<file path="config.mk">
export PLATFORM = sky130hd
export DESIGN_NAME = mem_stage_ctrl
export DESIGN_NICKNAME = d
export VERILOG_FILES = /design/src/rtl/mem_stage_ctrl.sv
export SDC_FILE = /design/constraint.sdc
export NUM_CORES = 1
export LEC_CHECK = 0
export BUFFER_PORTS_ARGS = -buffer_cell sky130_fd_sc_hd__clkbuf_2
export CORE_MARGIN = 1.5
export CORE_UTILIZATION = 44
export CTS_BUF_LIST = sky130_fd_sc_hd__clkbuf_8
export DETAILED_ROUTE_END_ITERATION = 8
export GPL_TIMING_DRIVEN = 0
export HOLD_SLACK_MARGIN = 0.03
export PLACE_DENSITY = 0.82
export SLEW_MARGIN = 20
export SYNTH_ARGS = -nofsm -noshare
export SYNTH_HDL_FRONTEND = slang
export SYNTH_SLANG_ARGS = --single-unit
</file>
<file path="constraint.sdc">
create_clock -name clk -period 1.36 [get_ports clk]
set_clock_uncertainty 0.1 [all_clocks]
set_input_delay 0.068 -clock clk [delete_from_list [all_inputs] [get_ports clk]]
set_output_delay 0.068 -clock clk [all_outputs]
set_load 0.1 [all_outputs]
</file>
<file path="src/rtl/mem_stage_ctrl.sv">
// mem_stage_ctrl: MEM-stage SRAM handshake controller with pipeline freeze.
// Define SRAM_TIMEOUT_EN to add an access watchdog and a sticky err output.
module mem_stage_ctrl (
  input  logic        clk,
  input  logic        rst,
  input  logic        wb_en_in,
  input  logic        mem_r_en,
  input  logic        mem_w_en,
  input  logic [15:0] alu_res,
  input  logic [15:0] st_val,
  input  logic [3:0]  dest_in,
  input  logic [15:0] sram_rdata,
  input  logic        sram_ready,
  output logic        sram_req,
  output logic        sram_we,
  output logic [15:0] sram_addr,
  output logic [15:0] sram_wdata,
  output logic        freeze,
  output logic        wb_en_out,
  output logic        mem_r_en_out,
  output logic [15:0] alu_res_out,
  output logic [15:0] mem_rdata,
  output logic [3:0]  dest_out
`ifdef SRAM_TIMEOUT_EN
  ,
  output logic        err
`endif
);

  typedef enum logic [1:0] {
    S_IDLE,
    S_ACCESS,
    S_DONE
  } state_t;

  state_t      r_state;
  logic        r_sram_req;
  logic        r_sram_we;
  logic [15:0] r_sram_addr;
  logic [15:0] r_sram_wdata;
  logic [15:0] r_rdata_q;
  logic        w_mem;
  logic        w_timeout;

  assign w_mem = mem_r_en | mem_w_en;

`ifdef SRAM_TIMEOUT_EN
  logic [7:0] r_cnt;
  logic       r_err;

  // Give up on the 255th ACCESS cycle without a ready strobe.
  assign w_timeout = (r_state == S_ACCESS) && !sram_ready
                     && (r_cnt == 8'd254);
  assign err = r_err;

  always_ff @(posedge clk) begin
    if (rst) begin
      r_cnt <= 8'd0;
      r_err <= 1'b0;
    end else if (r_state == S_IDLE && w_mem) begin
      r_cnt <= 8'd0;
    end else if (r_state == S_ACCESS && !sram_ready) begin
      r_cnt <= r_cnt + 8'd1;
      if (w_timeout)
        r_err <= 1'b1;
    end
  end
`else
  assign w_timeout = 1'b0;
`endif

  always_ff @(posedge clk) begin
    if (rst) begin
      r_state      <= S_IDLE;
      r_sram_req   <= 1'b0;
      r_sram_we    <= 1'b0;
      r_sram_addr  <= 16'h0000;
      r_sram_wdata <= 16'h0000;
      r_rdata_q    <= 16'h0000;
    end else begin
      unique case (r_state)
        S_IDLE: begin
          if (w_mem) begin
            r_state      <= S_ACCESS;
            r_sram_req   <= 1'b1;
            r_sram_we    <= mem_w_en;
            r_sram_addr  <= alu_res;
            r_sram_wdata <= st_val;
          end
        end
        S_ACCESS: begin
          if (sram_ready) begin
            r_state    <= S_DONE;
            r_sram_req <= 1'b0;
            if (!r_sram_we)
              r_rdata_q <= sram_rdata;
          end else if (w_timeout) begin
            r_state    <= S_DONE;
            r_sram_req <= 1'b0;
            r_rdata_q  <= 16'h0000;
          end
        end
        S_DONE: begin
          // The held instruction retires here; never reissue.
          r_state <= S_IDLE;
        end
        default: begin
          r_state <= S_IDLE;
        end
      endcase
    end
  end

  assign freeze = (r_state == S_ACCESS)
                | ((r_state == S_IDLE) & w_mem);

  assign sram_req     = r_sram_req;
  assign sram_we      = r_sram_we;
  assign sram_addr    = r_sram_addr;
  assign sram_wdata   = r_sram_wdata;
  assign wb_en_out    = wb_en_in & ~freeze;
  assign mem_r_en_out = mem_r_en & ~freeze;
  assign alu_res_out  = alu_res;
  assign dest_out     = dest_in;
  assign mem_rdata    = (r_state == S_DONE) ? r_rdata_q : 16'h0000;

endmodule

</file>
# --- Word-level counts from Yosys, hierarchy flattened ---
# Cells that the tools add are included.
word_totals:
  in_bits: 58
  regBits: 52
  out_inout_bits: 73
  word_cells: 30
classes:
  eq_ne: 4
  n_reduce_logical: 6
  bitwise: 7
  n_mux: 7
ops:
  columns: ["op", "n"]
  rows:
  - ["16-bit 2-to-1 mux", 1]
  - ["3-bit AND reduction", 2]
  - ["2-bit 2-to-1 mux", 2]
  - ["2-bit != test (second input constant)", 2]
  - ["2-bit case mux with 2 select lines", 1]
  - ["2-bit AND reduction", 2]
  - ["1-bit AND", 3]
  - ["2-bit by 1-bit equality test with 1-bit output (second input constant)", 1]
  - ["2-bit equality test (second input constant)", 1]
  - ["2-bit zero test", 1]
  - ["1-bit 2-to-1 mux", 2]
  - ["1-bit NOT", 2]
  - ["1-bit OR", 2]
  - ["1-bit case mux with 2 select lines", 1]
  - ["2-bit nonzero test", 1]

# --- Depth between registers and ports, before layout ---
# Gate-level depths: netlist of the first run.
logic_depth:
  depth_word: 5
  ltp_mapped: 5
  ltp_nobuf: 3

# --- Worst setup path before layout of the first run ---
# Ideal clock, no wire load.
synth_timing:
  path_kind: "flip-flop to output port"
  from: "register r_state[0]"
  to: "output wb_en_out"
  stages_incl_launch_ff: 4
  n_path_buf: 0
  setup_slack_ns: -1.483
  required_ns: 1.192
  arrival_ns: 2.675
  cell_sequence: "dfxtp_1 > nor3_1 > nor2_1 > nor2b_1"
synth_via:
  elab_chain_len: 5
  word_cells_on_any_way: 6
  cone_classes: "eq/ne (1); bitwise (4); reduce/logical (1)"
synth_lines:
  columns: ["element", "line", "rtl"]
  rows:
  - ["start, declared", "36", "state_t r_state;"]
  - ["start signal, assigned", "74", "r_state <= S_IDLE;"]
  - ["start signal, assigned", "84", "r_state <= S_ACCESS;"]
  - ["start signal, assigned", "93", "r_state <= S_DONE;"]
  - ["2-bit zero test", "115", "| ((r_state == S_IDLE) & w_mem);"]
  - ["1-bit AND", "115", null]
  - ["1-bit OR (*)", "115", null]
  - ["net freeze", "18", "output logic freeze,"]
  - ["1-bit NOT (*)", "121", "assign wb_en_out = wb_en_in & ~freeze;"]
  - ["1-bit AND (*)", "121", null]
  - ["end, declared", "19", "output logic wb_en_out,"]
# The timed path passes the listed nets; every way through them passes the cells marked *.

# --- Worst setup path in the final report of the first run ---
layout_timing:
  from: "register r_state[0]"
  to: "output mem_rdata[9]"
layout_via:
  elab_chain_len: 2
layout_lines:
  columns: ["element", "line", "rtl"]
  rows:
  - ["2-bit equality test", "125", "assign mem_rdata = (r_state == S_DONE) ? r_rdata_q : 16'h0000;"]
  - ["16-bit 2-to-1 mux", "125", null]
  - ["end, declared", "22", "output logic [15:0] mem_rdata,"]
# Every way passes these cells.

==> results of run 1 <==
## power groups by stage
stage | clock network, mW | logic [mW] | registers (mW)
2_1_floorplan | 0 | 0.712 | 2.40
3_3_place_gp | 0 | 1.64 | 1.74
3_5_place_dp | 0 | 1.65 | 1.74
4_1_cts | 0.904 | 2.03 | 1.70
5_1_grt | 0.991 | 2.15 | 1.72
6_report | 0.890 | 2.08 | 1.71
## repair_timing
action	4_1_cts	5_1_grt
gates resized for setup	101	11
gates cloned	6	0
endpoints found under the hold margin	51	0
setup buffers	16	3
pin swaps	18	2
endpoints found under the setup margin	59	68
hold buffers	50	0
## critical path, cell delays in order, from the launching register on
cell and delay, ps:
sky130_fd_sc_hd__dfxtp_4 350, sky130_fd_sc_hd__and2b_4 320, sky130_fd_sc_hd__buf_8 130, sky130_fd_sc_hd__and2_4 150, sky130_fd_sc_hd__clkbuf_16 190
## area by class of cell
cell class                      instances  share of cell area, %
Sequential cell                        52                   22.2
Timing Repair Buffer                  199                   39.2
Clock inverter                          2                  0.159
Buffer                                 37                   6.71
Multi-Input combinational cell        179                   28.0
Clock buffer                            6                   1.74
Tap cell                               72                   1.90
## registers in the layout (all words and copies together), names as in the netlist
| signal | flops |
|---|---|
| sram_req | 1 |
| sram_we | 1 |
| r_rdata_q | 16 |
| sram_wdata | 16 |
| sram_addr | 16 |
| r_state | 2 |
## layout by cell type (no fill, tap or decap), types with 4 or more instances in the layout
cell type	Yosys	final
sky130_fd_sc_hd__clkbuf_2	0	106
sky130_fd_sc_hd__buf_2	4	4
sky130_fd_sc_hd__clkbuf_16	0	18
sky130_fd_sc_hd__clkbuf_8	0	6
sky130_fd_sc_hd__clkbuf_1	6	5
sky130_fd_sc_hd__nand2b_1	64	64
sky130_fd_sc_hd__nand2_2	10	18
sky130_fd_sc_hd__buf_6	1	11
sky130_fd_sc_hd__dlygate4sd3_1	0	50
sky130_fd_sc_hd__buf_12	4	9
sky130_fd_sc_hd__dfxtp_1	52	49
sky130_fd_sc_hd__nand2_1	24	15
sky130_fd_sc_hd__a21oi_2	10	13
sky130_fd_sc_hd__a21oi_1	9	6
sky130_fd_sc_hd__and2_4	0	14
sky130_fd_sc_hd__buf_16	0	4
sky130_fd_sc_hd__buf_4	23	26
sky130_fd_sc_hd__mux2i_1	32	31
## final timing paths
check / slack [ps] / from / endpoint
max: -260 / r_state[0] / mem_rdata[9]
min: 50 / mem_r_en / sram_we
max reg2reg: -170 / r_state[1] / sram_addr[5]
min reg2reg: 360 / sram_req / sram_req
## logic make-up after synthesis
| logic type | count (synthesis) |
|---|---|
| flip-flops | 52 |
| AO/OA/AOI/OAI | 22 |
| multiplexers | 32 |
| AND/OR/NAND/NOR | 125 |
| buffers and inverters | 38 |
## layer usage
metal | up-vias | track usage, %
met5 | - | 0
li1 | 1253 | -
met2 | 115 | 55.3
met3 | 18 | 8.51
met1 | 1215 | 29.0
met4 | 0 | 9.12
==> results.txt, run 1 <==
The most used flip-flop cell after synthesis is sky130_fd_sc_hd__dfxtp_1. The run gives 0 as the final global-route overflow total. After detailed routing, the number of vias per cell comes to 4.76. The number of synthesized flops with an enable pin is 0, and the part of the power in the clock network is 19.0%. The fraction of the cycle the final worst path needs works out to 119%. The analysis attributes to net switching a power of 1.93 mW.

The repair_antennas step left the layout with diodes totalling 0. The first global-routing pass estimated 13700 microns of wire. Measured against the total synthesized area, the mux share comes to 12.5%. Internal power comes to 2.74 mW.

The area of all sequential standard cells came out at 1050 sq um. The all-layer global routing usage is 28.6%, and the simple-gate area share of the yosys netlist is 28.7%. The run finished, with violations left. Counting flops and latches in the post-synthesis netlist gives 52.

The synthesized netlist contains 26 unique library cells. By area the synthesized netlist is led by sky130_fd_sc_hd__dfxtp_1, sky130_fd_sc_hd__nand2b_1, sky130_fd_sc_hd__mux2i_1, sky130_fd_sc_hd__buf_4, sky130_fd_sc_hd__and2_1. The final reports fail on negative setup slack. The peak supply drop was 924 uV. Row generation in the floorplan step produced 27 rows.

The tools report the pin count of the biggest net entering global routing as 15. The area growth from synthesis to layout is 85.1%. TritonCTS built the clock tree. Net switching is 41.4% of the power. Final hold analysis gives a worst-case slack of 48.5 ps.

At the pin with the least slew margin, the transition time is 567 ps. Setup repair after global routing could not meet its margin everywhere. The clock reaches the later pin of the worst-skew pair after 290 ps. In this run the tool buffered the top-level ports with 125 buffer cells.

The finished cells cover 4730 sq um. The clock-pin slew of the registers on the worst-case setup and hold paths is 90 ps, and the number of antenna violations at the first check in global routing is 0. Of the total synthesized cell area, the portion taken by full adders, half adders and majority gates is 0%. The tools report the leakage power as 2.19 nW. Of all flip-flops after synthesis, the portion carrying an async set or reset was 0%. The max-capacitance violation count is 0, and the global placement routability congestion is 0.728. The kind of capture point of the worst setup path was a primary output.

The maximum buffer depth of the clock tree was 2; the area fraction of the dominant cell type after synthesis was 40.7%. The worst-path maximum fanout is 6, and the I/O pin total is 131. In the routed design, unresolved DRC markers number 0.

The share of the Yosys chip area taken by registers is 40.7%. The tools report the endpoint arrival time on the critical path as 1450 ps. After detailed routing, no signal wire sits above met4.

The initial utilization of the core area, before any placement, comes to 45.9%. The die covers 6280 sq um. The non-filler instance count after layout was 547; the number of filler cells placed in the layout was 294.

For this block, the via count after detailed routing is 2601. Power spread over the standard cell area amounts to 988 nW/um^2. Yosys instantiated no cell more often than sky130_fd_sc_hd__nand2b_1. The number of global-route vias before repair was 2772. The mapped netlist covers 2560 sq um. The total placed cells including tap cells was 466; the setup slack after layout was -256 ps.

Number of antenna-violating nets in the routed design: 0. Total count of max-transition violations in the final report: 0. For the worst setup path, the data required time is 1190 ps. The cell area reported after detailed placement is 3320 sq um, and the horizontal die dimension is 79.2 microns. The logs give 61 for the initial detailed-routing violation count and 4820 microns for the total met2 wirelength after detailed routing. The final standard cell utilization of the core is 84.9%. Sorting the synthesized cells by how often they occur yields sky130_fd_sc_hd__nand2b_1, sky130_fd_sc_hd__dfxtp_1, sky130_fd_sc_hd__mux2i_1, sky130_fd_sc_hd__nand2_1, sky130_fd_sc_hd__buf_4.

In this run, the combinational gates consume 44.4% of the power. The synthesized netlist devotes 6.07% of its cell area to compound gates. Setup violations remaining at the end of the flow were counted as 66. The biggest area contributor in the post-synthesis netlist is sky130_fd_sc_hd__dfxtp_1. The total area of multi-input combinational cells is 1330 sq um, and the area of the core is 5570 sq um. The run gives 3320 microns as the sum of routed wire segments on met1. The routed design uses 625 microns of met3 wire. The setup TNS after final layout is -8160 ps, and the depth of the worst register-to-register path is 7. The total power is 4.68 mW, and the synthesized netlist net count is 327. Buffers inserted during clock tree synthesis total 5. The share of cells above drive strength 1 came out at 52.0%.

The routed design could run at a clock period as short as 1620 ps. Mean post-synth cell area: 9.51 sq um. The tools report the kind of start point of the critical path as a register. The synthesized netlist devotes 0% of its cell area to XOR and XNOR gates. The critical path class was register to primary output. The die is 79.2 microns tall. The min-delay analysis places its worst path in the category input pin to register.

Routed length per instance: 16.4 microns. The pre-antenna-repair detailed-routing pass consisted of 4 iterations. Number of cells traversed by the worst hold path: 3. After legalization and detailed placement, the total HPWL measured 4260 microns. The final layout contains routed wiring with a total length of 8950 microns. The run gives 36.6% as the portion of total power attributed to sequential cells.

At the end of the flow, the number of nets in the layout was 532. The number of levels in the clock H-tree came out at 2. By area, the combinational part of the netlist is dominated by simple AND/OR/NAND/NOR gates.

Derived from the worst setup path, the maximum achievable clock frequency is 0.619 GHz. Counting every sink on the clock net gives 52. Prior to clock tree synthesis, the placed netlist has a worst setup slack of -507 ps. Synthesis produced a netlist whose cell count is 269. The CTS root buffer was sky130_fd_sc_hd__clkbuf_8. The run gives 0 as the hold violation count in the final report. For the total of warnings raised by yosys, the log shows 0. The normalized max-slew margin is 62.3%.
(Power assumes the default switching activity.)
==> run 2: changes to the inputs <==
Settings changed: RECOVER_POWER from default to 50, REMOVE_ABC_BUFFERS from default to 1.
==> results.txt, run 2 (synthesis gave the netlist of run 1 again) <==
Kind of start point of the critical path: a register (unchanged). The I/O pin total was 131 (unchanged); the post-detailed-placement half-perimeter wirelength was 3480 microns (was 4260 microns). The tools report the all-layer global routing usage as 21.1% (was 28.6%). The area growth from synthesis to layout was 63.2% (was 85.1%). The CTS root buffer was sky130_fd_sc_hd__clkbuf_8 (unchanged).

The worst-path maximum fanout came out at 8 (was 6). The tools report the kind of capture point of the worst setup path as a primary output (unchanged). The run finished, with violations left. The initial detailed-routing violation count is 122 (was 61), and the share of cells above drive strength 1 is 44.4% (was 52.0%). Non-filler instance count after layout: 500 (was 547). Setup repair after global routing could not meet its margin everywhere. The leading cell type in the layout, fill and taps excluded is sky130_fd_sc_hd__clkbuf_2 (unchanged). The clock-pin slew of the registers on the worst-case setup and hold paths was 90 ps (about the same).

TritonCTS built the clock tree. The ratio of total power to cell area is 1040 nW/um^2 (was 988 nW/um^2). The required arrival time at the worst endpoint is 1190 ps (about the same).

The routed length per instance is 14.5 microns (was 16.4 microns), and the via-per-instance ratio is 4.71 (was 4.76). The minimum clock period is 1530 ps (was 1620 ps). The met3 global-route usage was 4.83% (was 8.51%); the critical path's largest stage delay was 380 ps (was 350 ps).

The tools report the final-report setup violation count as 47 (was 66). The highest-utilization routing layer at the global route stage is met2 (unchanged). The final global-route overflow total is 0 (unchanged).

The transition time of the tightest slew-check pin is 761 ps (was 567 ps). The critical path class is register to primary output (unchanged). For the number of vias after detailed routing, the log shows 2355 (was 2601).

The area of the core came out at 5570 sq um (unchanged). For the met2 track utilization from global routing, the log shows 42.1% (was 55.3%). The tools report the peak supply drop as 643 uV (was 924 uV).

The area of all sequential standard cells came out at 1050 sq um (about the same). The run gives 5 (unchanged) as the number of buffers added by the clock tree synthesis step. Ordered list of cells on the worst path: and2b_4, and2_4, clkbuf_16 (was and2b_4, buf_8, and2_4, clkbuf_16). The run gives 0 (unchanged) as the total count of max-transition violations in the final report.

The run gives 74.9% (was 84.9%) as the final standard cell utilization of the core. The detailed-route DRC error count came out at 0 (unchanged). The tools report the endpoint arrival time on the critical path as 1360 ps (was 1450 ps). The tools report the max-capacitance violation count as 0 (unchanged). The tools report the die area as 6280 sq um (unchanged). Routed wire length: 7250 microns (was 8950 microns).

The global-route wire length before repair is 10400 microns (was 13700 microns). The cell row count was 27 (unchanged); the number of filler cells placed in the layout was 380 (was 294). The logs give 0 (unchanged) for the number of antenna violations at the first check in global routing and 485 (was 532) for the final net count.

The leakage power came out at 1.90 nW (was 2.19 nW). The setup slack after layout came out at -170 ps (was -256 ps). For the number of antenna-violating nets in the routed design, the log shows 0 (unchanged). The worst min-delay path class was input pin to primary output (was input pin to register). The pin count of the biggest net entering global routing is 85 (was 15), and the highest clock frequency the design can meet is 0.654 GHz (was 0.619 GHz). The chip height was 79.2 microns (unchanged). The run gives 426 (was 466) as the total placed cells including tap cells. The normalized max-slew margin was 49.2% (was 62.3%). Violations in the final reports: negative setup slack (unchanged). Gate family responsible for the most delay along the worst path: simple AND/OR/NAND/NOR gates (unchanged). The cell type of the slowest stage on the worst timing path is sky130_fd_sc_hd__dfxtp_4 (unchanged).

The number of levels in the clock H-tree is 2 (unchanged). Clock net sink count: 52 (unchanged). The global placement routability congestion is 0.676 (was 0.728), and the iteration count of the initial detailed-routing pass is 4 (unchanged). The count of port buffers added during placement is 122 (was 125), and the total area of multi-input combinational cells is 1300 sq um (was 1330 sq um). The tools report the hold violation count in the final report as 0 (unchanged). For the maximum buffer depth of the clock tree, the log shows 2 (unchanged). The post-route worst hold slack is 36.6 ps (was 48.5 ps), and the source-to-sink clock delay at the later pin of the worst-skew pair is 290 ps (about the same). For the number of global-route vias before repair, the log shows 2248 (was 2772).

The antenna cell count is 0 (unchanged). The fraction of the cycle the final worst path needs was 112% (was 119%); the met1 global-route usage was 21.7% (was 29.0%). The initial standard-cell utilization of the core was 45.9% (unchanged). The horizontal die dimension came out at 79.2 microns (unchanged).

Number of buffer and inverter instances along the worst setup path: 1 (was 2). Most frequent cells in the layout: sky130_fd_sc_hd__clkbuf_2, sky130_fd_sc_hd__nand2b_1, sky130_fd_sc_hd__dlygate4sd3_1 (unchanged).
[run 2: cell count changes in the layout (fill, tap and decap cells not counted), moves of 4 or more]
cell	before	now
sky130_fd_sc_hd__buf_4	26	10
sky130_fd_sc_hd__buf_6	11	0
sky130_fd_sc_hd__clkbuf_2	106	96
sky130_fd_sc_hd__buf_12	9	1
sky130_fd_sc_hd__nand2_1	15	23
sky130_fd_sc_hd__nand2_2	18	11
sky130_fd_sc_hd__buf_16	4	0
sky130_fd_sc_hd__clkbuf_1	5	1
[run 2: area by class of cell]
class / instances / share of cell area, %
Timing Repair Buffer: 188 / 39.4
Multi-Input combinational cell: 180 / 31.2
Sequential cell: 52 / 25.1
Tap cell: 72 / 2.16
Clock buffer: 6 / 1.98
Clock inverter: 2 / 0.180
[run 2: routing by layer]
layer / vias to the layer above / wire length (microns)
met3: 8 / 347
met2: 86 / 3980
li1: 1152 / -
met4: 0 / 77
met5: - / 0
met1: 1109 / 2850
[run 2: worst paths after layout]
path | end | slack [ps] | cells after the start | from
max reg2reg | sram_addr[5] | -50 | 5 | r_state[0]
min reg2reg | r_rdata_q[15] | 360 | 2 | r_rdata_q[15]
max | mem_rdata[11] | -170 | 3 | r_state[0]
min | dest_out[2] | 40 | 0 | dest_in[2]
[run 2: power by group]
group | internal [mW] | total (mW) | leakage [nW] | switching [mW]
sequential | 1.64 | 1.71 | 0.429 | 0.0746
clock | 0.401 | 0.870 | 0.0538 | 0.469
combinational | 0.507 | 1.75 | 1.42 | 1.25
[run 2: worst reg2reg max path: stages (launching register included)]
cell                        delay [ps]
sky130_fd_sc_hd__dfxtp_4           380
sky130_fd_sc_hd__buf_4             150
sky130_fd_sc_hd__nor2_4            110
sky130_fd_sc_hd__o21a_4            230
sky130_fd_sc_hd__clkbuf_16         190
sky130_fd_sc_hd__mux2i_1           190
[run 2: per-stage QoR]
stage	power (mW)	setup TNS, ps	setup WS (ps)	instance area, sq um
floorplan	2.74	-34730	-1480	2250
global placement	3.20	-40250	-1050	2950
detailed placement	3.22	-11580	-306	2980
CTS	4.26	-3780	-156	4010
global route	4.49	-6660	-203	4170
finish	4.34	-3420	-170	4170
[run 2: timing repair]
action / in CTS / in global routing
gates cloned: 1 / 3
setup endpoints to repair: 59 / 69
gates resized for setup: 79 / 14
pin swaps: 15 / 6
hold buffers: 51 / 0
hold endpoints to repair: 51 / 0
buffers inserted: 2 / 9
==> run 3: changes to the inputs <==
Settings changed: GPL_ROUTABILITY_DRIVEN from default to 0, REMOVE_ABC_BUFFERS 1 to default.
Clock period 1.36 ns to 1.9 ns, I/O delays scaled along.
==> results.txt, run 3 (synthesis gave the netlist of run 1 again) <==
The tools report the post-detailed-placement half-perimeter wirelength as 4290 microns (was 3480 microns). The post-route cell area came out at 3870 sq um (was 4170 sq um). The flow ran to the end, and the final reports show no timing, DRC or antenna violations. Number of antenna violations at the first check in global routing: 0 (unchanged).

The logs give 1610 ps (was 1360 ps) for the endpoint arrival time on the critical path and 6280 sq um (unchanged) for the die area. The leading cell type in the layout, fill and taps excluded was sky130_fd_sc_hd__clkbuf_2 (unchanged). The minimum clock period came out at 1810 ps. Routed length per instance: 13.0 microns (was 14.5 microns). The met1 global-route usage was 23.1% (was 21.7%); the initial standard-cell utilization of the core was 45.9% (unchanged).

The depth of the worst register-to-register path was 5 (unchanged); the ratio of total power to cell area was 814 nW/um^2 (was 1040 nW/um^2). The chip height came out at 79.2 microns (unchanged). The logs give 5570 sq um (unchanged) for the area of the core and 131 (unchanged) for the I/O pin total. The worst-case hold path end point was sram_wdata[11] (was dest_out[2]). The logs give 5 (unchanged) for the number of buffers added by the clock tree synthesis step and 0 (unchanged) for the hold violation count in the final report.

The run gives 130 ps (was -50 ps) as the flop-to-flop setup slack. The tools report the CTS root buffer as sky130_fd_sc_hd__clkbuf_8 (unchanged). Number of antenna-violating nets in the routed design: 0 (unchanged).

Kind of capture point of the worst setup path: a primary output (unchanged). TritonCTS built the clock tree. The clock net sink count was 52 (unchanged); the share of cells above drive strength 1 was 38.7% (was 44.4%). The number of filler cells placed in the layout is 431 (was 380), and the required arrival time at the worst endpoint is 1700 ps (was 1190 ps).

The startpoint of the most critical register-to-register path is r_state[1] (was r_state[0]). The transition time of the tightest slew-check pin is 1160 ps (was 761 ps), and the number of vias after detailed routing is 2482 (was 2355). The horizontal die dimension came out at 79.2 microns (unchanged). Source-to-sink clock delay at the later pin of the worst-skew pair: 290 ps (about the same). The worst min-delay path class is input pin to register (was input pin to primary output).

The maximum buffer depth of the clock tree was 2 (unchanged). The number of cells traversed by the worst hold path was 3 (was 0); the leakage power was 1.84 nW (was 1.90 nW). Based on the critical path, the design can be clocked at up to 0.553 GHz. Setup TNS after final layout: 0 ps (was -3420 ps). For the met3 global-route usage, the log shows 3.33% (was 4.83%).

Most frequent cells in the layout: sky130_fd_sc_hd__clkbuf_2, sky130_fd_sc_hd__nand2b_1, sky130_fd_sc_hd__dlygate4sd3_1 (unchanged). The initial detailed-routing violation count is 94 (was 122). The run gives 2 (unchanged) as the number of levels in the clock H-tree. Routed wire length: 6840 microns (was 7250 microns). The clock-pin slew of the registers on the worst-case setup and hold paths works out to 90 ps (about the same). The via-per-instance ratio was 4.74 (was 4.71); the global-route wire length before repair was 10800 microns (was 10400 microns). The total count of max-transition violations in the final report came out at 0 (unchanged). The start point of the critical path is r_state[1] (was r_state[0]).

The tools report the all-layer global routing usage as 21.7% (was 21.1%). The highest-utilization routing layer at the global route stage was met2 (unchanged). The post-CTS setup buffer count came out at 0 (was 2). The pin count of the biggest net entering global routing was 15 (was 85).

The kind of start point of the critical path is a register (unchanged). Peak supply drop: 463 uV (was 643 uV). The startpoint of the tightest hold check path is rst (was dest_in[2]).

For the final-report setup violation count, the log shows 0 (was 47). The tools report the final global-route overflow total as 0 (unchanged). The critical path class was register to primary output (unchanged). The run gives 22.8% (was 49.2%) as the normalized max-slew margin. The run gives 2510 (was 2248) as the number of global-route vias before repair. Critical register-to-register path endpoint: sram_addr[2] (was sram_addr[5]).

The run gives 0 (unchanged) as the antenna cell count. The count of port buffers added during placement is 125 (was 122). Setup repair after global routing left no endpoint under its margin.

The worst-path maximum fanout is 10 (was 8), and the cell row count is 27 (unchanged). The iteration count of the initial detailed-routing pass was 4 (unchanged); the detailed-route DRC error count was 0 (unchanged). The area growth from synthesis to layout is 51.3% (was 63.2%).

The run gives 3280 sq um (was 2980 sq um) as the cell area reported after detailed placement. For the met2 track utilization from global routing, the log shows 40.2% (was 42.1%). The max-capacitance violation count was 0 (unchanged); the fraction of the cycle the final worst path needs was 95.2%. The run gives 510 (was 485) as the final net count.
-- run 3: cell count changes in the layout (fill, tap and decap cells not counted), moves of 8 or more --
cell,before,now
sky130_fd_sc_hd__and2_1,0,16
sky130_fd_sc_hd__and2_4,16,0
sky130_fd_sc_hd__buf_4,10,29
sky130_fd_sc_hd__clkbuf_1,1,12
sky130_fd_sc_hd__clkbuf_16,18,0
sky130_fd_sc_hd__clkbuf_2,96,111
sky130_fd_sc_hd__nand2_1,23,31
sky130_fd_sc_hd__nand2_2,11,3
-- run 3: timing repair --
item                       4_1_cts  5_1_grt
hold endpoints to repair        51        0
gates resized for setup         12       14
setup endpoints to repair       10       10
hold buffers                    51        0
-- run 3: worst max-delay path by stage --
stage	endpoint	slack (ps)	cells past startpoint
6_report	mem_rdata[2]	90	4
5_1_grt	mem_rdata[0]	10	4
4_1_cts	mem_rdata[2]	20	4
3_5_place_dp	mem_rdata[2]	20	4
3_3_place_gp	mem_rdata[2]	50	4
2_1_floorplan	wb_en_out	10	3
-- run 3: layout make-up --
| type | instances | area [sq um] | area share [%] |
|---|---|---|---|
| tap | 72 | 90.1 | 2.33 |
| sequential | 52 | 1040 | 27.0 |
| clock buffer | 7 | 96.3 | 2.49 |
| buffer | 38 | 282 | 7.28 |
| multi-input combinational | 179 | 1190 | 30.8 |
| timing repair buffer | 176 | 1160 | 30.1 |
-- run 3: critical path, stage by stage (launching register included) --
cell and delay (ps):
sky130_fd_sc_hd__dfxtp_2 420, sky130_fd_sc_hd__and2b_2 230, sky130_fd_sc_hd__clkbuf_2 220, sky130_fd_sc_hd__and2_1 160
sky130_fd_sc_hd__buf_4 280
-- run 3: metal layers --
layer,vias up,part of all wire [%]
li1,1206,-
met1,1157,39
met2,91,53
met3,28,3.6
met4,0,4.2
met5,-,0
-- run 3: stage by stage --
step,util (%),hold WS (ps),std cells,setup slack [ps],power [mW]
after global routing,69.4,118,524,14.1,3.27
after detailed placement,58.9,226,466,24.7,2.43
after CTS,70.3,87.7,524,17.3,3.18
after global placement,58.9,221,466,46.5,2.41
final,69.4,91.6,524,92.1,3.15
after floorplan,-,122,269,14.7,2.23
-- run 3: power breakdown --
part / internal, mW / switching (mW)
Combinational: 0.340 / 0.914
Sequential: 1.17 / 0.0463
Clock: 0.326 / 0.347
Total: 1.84 / 1.31
